[src/rtl/load_store_unit.sv]
// RV32I load/store unit: decodes a core request, runs one word-aligned bus
// transaction with a bounded wait, and returns extended load data or an error.
module load_store_unit #(
    parameter int unsigned TIMEOUT = 255
) (
    input  logic        clk,
    input  logic        rst_n,
    input  logic        req_valid,
    output logic        req_ready,
    input  logic        req_we,
    input  logic [2:0]  req_funct3,
    input  logic [31:0] req_addr,
    input  logic [31:0] req_wdata,
    output logic        rsp_valid,
    output logic [31:0] rsp_rdata,
    output logic [1:0]  rsp_err,
    output logic        mem_valid,
    input  logic        mem_ready,
    output logic [31:0] mem_addr,
    output logic [31:0] mem_wdata,
    output logic [3:0]  mem_wmask,
    input  logic [31:0] mem_rdata
);

    typedef enum logic [1:0] {
        IDLE = 2'd0,
        BUS  = 2'd1,
        RESP = 2'd2
    } state_t;

    localparam logic [7:0] TIMEOUT_LAST = 8'(TIMEOUT - 1);

    state_t      state_q;
    logic        we_q;
    logic [2:0]  funct3_q;
    logic [1:0]  off_q;
    logic [7:0]  wait_cnt_q;
    logic        mem_valid_q;
    logic [31:0] mem_addr_q;
    logic [31:0] mem_wdata_q;
    logic [3:0]  mem_wmask_q;
    logic        rsp_valid_q;
    logic [31:0] rsp_rdata_q;
    logic [1:0]  rsp_err_q;

    logic        illegal;
    logic        misaligned;
    logic [3:0]  st_mask;
    logic [31:0] st_data;
    logic [7:0]  ld_byte;
    logic [15:0] ld_half;
    logic [31:0] ld_data;

    // Request decode works on the live inputs; results are only used on the accept edge.
    always_comb begin
        illegal = 1'b1;
        case (req_funct3)
            3'b000, 3'b001, 3'b010: illegal = 1'b0;
            3'b100, 3'b101:         illegal = req_we;
            default:                illegal = 1'b1;
        endcase

        misaligned = ((req_funct3[1:0] == 2'b01) && req_addr[0]) ||
                     ((req_funct3 == 3'b010) && (req_addr[1:0] != 2'b00));

        st_mask = 4'b1111;
        st_data = req_wdata;
        case (req_funct3[1:0])
            2'b00: begin
                st_mask = 4'b0001 << req_addr[1:0];
                st_data = {4{req_wdata[7:0]}};
            end
            2'b01: begin
                st_mask = req_addr[1] ? 4'b1100 : 4'b0011;
                st_data = {2{req_wdata[15:0]}};
            end
            default: begin
                st_mask = 4'b1111;
                st_data = req_wdata;
            end
        endcase
    end

    // Lane selection and extension use the registered request, not the live inputs.
    always_comb begin
        ld_byte = mem_rdata[7:0];
        case (off_q)
            2'd0:    ld_byte = mem_rdata[7:0];
            2'd1:    ld_byte = mem_rdata[15:8];
            2'd2:    ld_byte = mem_rdata[23:16];
            default: ld_byte = mem_rdata[31:24];
        endcase
        ld_half = off_q[1] ? mem_rdata[31:16] : mem_rdata[15:0];

        ld_data = 32'h0;
        case (funct3_q)
            3'b000:  ld_data = {{24{ld_byte[7]}}, ld_byte};
            3'b001:  ld_data = {{16{ld_half[15]}}, ld_half};
            3'b010:  ld_data = mem_rdata;
            3'b100:  ld_data = {24'h0, ld_byte};
            3'b101:  ld_data = {16'h0, ld_half};
            default: ld_data = 32'h0;
        endcase
    end

    always_ff @(posedge clk or negedge rst_n) begin
        if (!rst_n) begin
            state_q     <= IDLE;
            we_q        <= 1'b0;
            funct3_q    <= 3'b000;
            off_q       <= 2'b00;
            wait_cnt_q  <= 8'h00;
            mem_valid_q <= 1'b0;
            mem_addr_q  <= 32'h0;
            mem_wdata_q <= 32'h0;
            mem_wmask_q <= 4'b0000;
            rsp_valid_q <= 1'b0;
            rsp_rdata_q <= 32'h0;
            rsp_err_q   <= 2'b00;
        end else begin
            case (state_q)
                IDLE: begin
                    if (req_valid) begin
                        we_q     <= req_we;
                        funct3_q <= req_funct3;
                        off_q    <= req_addr[1:0];
                        if (illegal || misaligned) begin
                            state_q     <= RESP;
                            rsp_valid_q <= 1'b1;
                            rsp_err_q   <= illegal ? 2'b10 : 2'b01;
                            rsp_rdata_q <= 32'h0;
                        end else begin
                            state_q     <= BUS;
                            wait_cnt_q  <= 8'h00;
                            mem_valid_q <= 1'b1;
                            mem_addr_q  <= {req_addr[31:2], 2'b00};
                            mem_wdata_q <= st_data;
                            mem_wmask_q <= req_we ? st_mask : 4'b0000;
                        end
                    end
                end
                BUS: begin
                    // A ready arriving on the last allowed cycle beats the timeout.
                    if (mem_ready) begin
                        state_q     <= RESP;
                        mem_valid_q <= 1'b0;
                        rsp_valid_q <= 1'b1;
                        rsp_err_q   <= 2'b00;
                        rsp_rdata_q <= we_q ? 32'h0 : ld_data;
                    end else begin
                        wait_cnt_q <= wait_cnt_q + 8'd1;
                        if (wait_cnt_q == TIMEOUT_LAST) begin
                            state_q     <= RESP;
                            mem_valid_q <= 1'b0;
                            rsp_valid_q <= 1'b1;
                            rsp_err_q   <= 2'b11;
                            rsp_rdata_q <= 32'h0;
                        end
                    end
                end
                RESP: begin
                    state_q     <= IDLE;
                    rsp_valid_q <= 1'b0;
                end
                default: begin
                    state_q     <= IDLE;
                    mem_valid_q <= 1'b0;
                    rsp_valid_q <= 1'b0;
                end
            endcase
        end
    end

    assign req_ready = (state_q == IDLE);
    assign rsp_valid = rsp_valid_q;
    assign rsp_rdata = rsp_rdata_q;
    assign rsp_err   = rsp_err_q;
    assign mem_valid = mem_valid_q;
    assign mem_addr  = mem_addr_q;
    assign mem_wdata = mem_wdata_q;
    assign mem_wmask = mem_wmask_q;

endmodule
[config.mk]
export PLATFORM = sky130hd
export DESIGN_NAME = load_store_unit
export DESIGN_NICKNAME = d
export VERILOG_FILES = /design/src/rtl/load_store_unit.sv
export SDC_FILE = /design/constraint.sdc
export NUM_CORES = 1
export LEC_CHECK = 0
export BUFFER_PORTS_ARGS = -buffer_cell sky130_fd_sc_hd__buf_2
export CAP_MARGIN = 10
export CORE_AREA = 3 3 112 114
export DETAILED_ROUTE_END_ITERATION = 10
export DIE_AREA = 0 0 115 117
export GPL_TIMING_DRIVEN = 0
export PLACE_DENSITY = 0.81
export SLEW_MARGIN = 20
export SYNTH_ARGS = -nofsm -noshare
export SYNTH_HDL_FRONTEND = slang
export SYNTH_SLANG_ARGS = --single-unit
[constraint.sdc]
create_clock -name clk -period 2.5 [get_ports clk]
set_clock_uncertainty 0.2 [all_clocks]
set_input_delay 0.125 -clock clk [delete_from_list [all_inputs] [get_ports clk]]
set_output_delay 0.125 -clock clk [all_outputs]
set_load 0.005 [all_outputs]
==> results.ini <==
[place]
place_ws_ps=362
place.gp.congestion=0.930
port_buffers=203
post-dp-hpwl_mm=13.1

[logic_synthesis]
postSynthCellCount=598
synth_xor_xnor_area_share_pct=0.151
synth_area_um2=5810
synth-edff-count=0
async_reset_ff_share_pct=100
ys_types=56
muxShareOfSynthArea_pct=9.80
ys_seq_area_share_pct=50.8
synth-compound-area-share_pct=16.7
synth_top_family_by_area=simple AND/OR/NAND/NOR gates
ys_ff_latch=118
synthAdderAreaFrac_pct=0.431
synthSimpleGateAreaFrac_pct=17.6
avgSynthCellArea_um2=9.72
ys_dominant_reg_cell=dfrtp_1
ys_warn_count=0

[critical_path]
start_kind=flip-flop
crit_required_ps=2570
r2r-start=state_q[0]
worstSetupEndpointType=flip-flop
crit_path_max_fanout=10
r2r_slack_ps=120
criticalPathCategory=flip-flop to flip-flop
reg2regPathDepth=4
worstPathArrival_ps=2450
reg2reg_to=mem_wdata[21]

[timing]
max_freq_ghz=0.420
worstMarginPinSlew_ps=1010
period_share_pct=95.1
drv_slew=0
relSlewSlack_pct=32.5
setup_ws_ps=121
rsz0062_at_grt=false
setup_viol=0
fin_crit_ps=2380
hold_ws_ps=23.5
finalHoldViolCount=0

[global_route]
grt_start_max_net_pins=83
track_usage_pct=34.5
grt_overflow=0
antenna_found_initial=0
grt_pass1_wl_mm=35.6
grt_pass1_vias=6831

[cts]
path_clk_slew_ps=60
cts_max_level=4
cts_max_path_buffers=2
cts_root_buf=clkbuf_16
clock_sinks=118
cts_tree=built
clk_latency_ps=410
cts_buffers=17

[hold_path]
hold_class=input pin to flip-flop
hold_end=rsp_err[0]
min-delay-start=req_valid
whs_path_depth=5

[die]
dieArea_um2=13500
fp-row-count=39
core-area_um2=11500
initial_core_util_pct=50.5
io_pins=209
die_h_um=117
die_w_um=115

[final_layout]
layout_common_cells=218 x buf_2, 189 x nand2_1, 118 x dfrtp_1, 107 x dlygate4sd3_1, 49 x mux2i_1
layout_commonest_cell=buf_2
drive_gt1_share_pct=29.3
fill_cells=675
area_growth_syn_to_layout_pct=50.0
layout.nets=1036

[pwr]
vdd_drop_max_mv=0.616
p_leak_uw=0.00453
powerDensity_nw_per_um2=888

[route]
antenna_left=0
first_pass_iters=6
drcViolationCount=0
drt-wirelength-per-cell_um=21.1
vias=6525
via_per_inst=6.01
wl_mm=22.9
drt_iter0_markers=699

[outcome]
status=finished clean

[run]
maxCapViolations=0

-- layer usage --
metal | global-route usage, % | vias to the layer above | share of wire, %
li1 | - | 2746 | -
met4 | 19.1 | 0 | 5.4
met3 | 9.46 | 119 | 10
met1 | 38.8 | 3148 | 35
met5 | 0 | - | 0
met2 | 59.5 | 512 | 49
-- worst max path at each step --
stage | start | endpoint | slack, ps | cells after the start
detailed placement | funct3_q[1] | rsp_rdata[1] | 360 | 4
CTS | state_q[0] | mem_addr[14] | 290 | 6
finish | state_q[0] | mem_wdata[21] | 120 | 4
global placement | rst_n | mem_wdata[14] | -260 | 1
floorplan | off_q[1] | rsp_rdata[22] | 630 | 5
global route | state_q[1] | mem_wdata[21] | 10 | 4
-- power breakdown --
part	internal (uW)	switching, uW
combinational	1090	1370
clock	1590	856
sequential	2430	397
-- logic make-up (layout without fill, tap and decap cells) --
family | Yosys count | after routing
XOR/XNOR | 1 | 1
other | 1 | 4
adder cells (fa/ha/maj) | 2 | 2
flip-flops | 118 | 118
multiplexers | 55 | 55
AND/OR/NAND/NOR | 241 | 241
AO/OA/AOI/OAI | 131 | 131
buffers and inverters | 49 | 391
-- state kept, by name, summed over array words and instances (netlist names) --
register / flops
funct3_q: 3
mem_addr: 30
mem_valid: 1
mem_wdata: 32
mem_wmask: 4
off_q: 2
rsp_err: 2
rsp_rdata: 32
rsp_valid: 1
state_q: 2
wait_cnt_q: 8
we_q: 1
-- worst max-delay path, cell delays in order (launching register included) --
cell and delay (ps):
dfrtp_1 400, nor3b_2 600, o21ai_2 280, clkbuf_1 310, o21ai_0 430
-- cell usage after synthesis, types with 3 or more instances --
library cell / count / area, um^2
nand2_1: 189 / 709
dfrtp_1: 118 / 2950
mux2i_1: 49 / 490
o21ai_0: 32 / 160
a22o_1: 23 / 201
nor2_1: 21 / 78.8
buf_2: 16 / 80.1
a21oi_1: 13 / 65.1
clkbuf_1: 13 / 48.8
o2bb2ai_1: 9 / 78.8
buf_4: 8 / 60.1
o22ai_1: 8 / 50.1
a221oi_1: 7 / 61.3
inv_1: 7 / 26.3
o211ai_1: 7 / 52.6
a21o_1: 5 / 37.5
mux2_2: 5 / 56.3
nor4_1: 5 / 31.3
o21a_1: 5 / 37.5
nand2b_1: 4 / 25.0
a211oi_1: 3 / 22.5
buf_6: 3 / 33.8
nand3_1: 3 / 15.0
nor3_1: 3 / 15.0
o21bai_1: 3 / 22.5
or3_1: 3 / 18.8
-- per-stage QoR --
stage / utilization [%] / instances / power (uW) / area (um^2) / TNS (ps)
global route: 75.7 / 1084 / 8080 / 8710 / 0
global placement: 60.9 / 945 / 4860 / 7010 / -29810
CTS: 75.7 / 1084 / 7510 / 8710 / 0
finish: 75.7 / 1086 / 7740 / 8720 / 0
detailed placement: 61.2 / 946 / 4950 / 7040 / 0
floorplan: - / 599 / 3950 / 5820 / 0
-- cell type report --
type	count	area [um^2]	share of cell area (%)
clock buffers	27	513	5.88
well taps	143	179	2.05
repair buffers	312	2140	24.6
plain buffers	42	230	2.64
multi-input cells	432	2610	29.9
inverters	7	26.3	0.301
diodes	2	5.00	0.0574
flip-flops and latches	118	2950	33.9
clock inverters	3	65.1	0.746
-- timing repair --
item / CTS / global route
setup buffers: 0 / 0
hold buffers: 108 / 0
endpoints found under the hold margin: 223 / 0
resized for setup: 0 / 0
No activity file was read; power rests on OpenSTA's default activity.
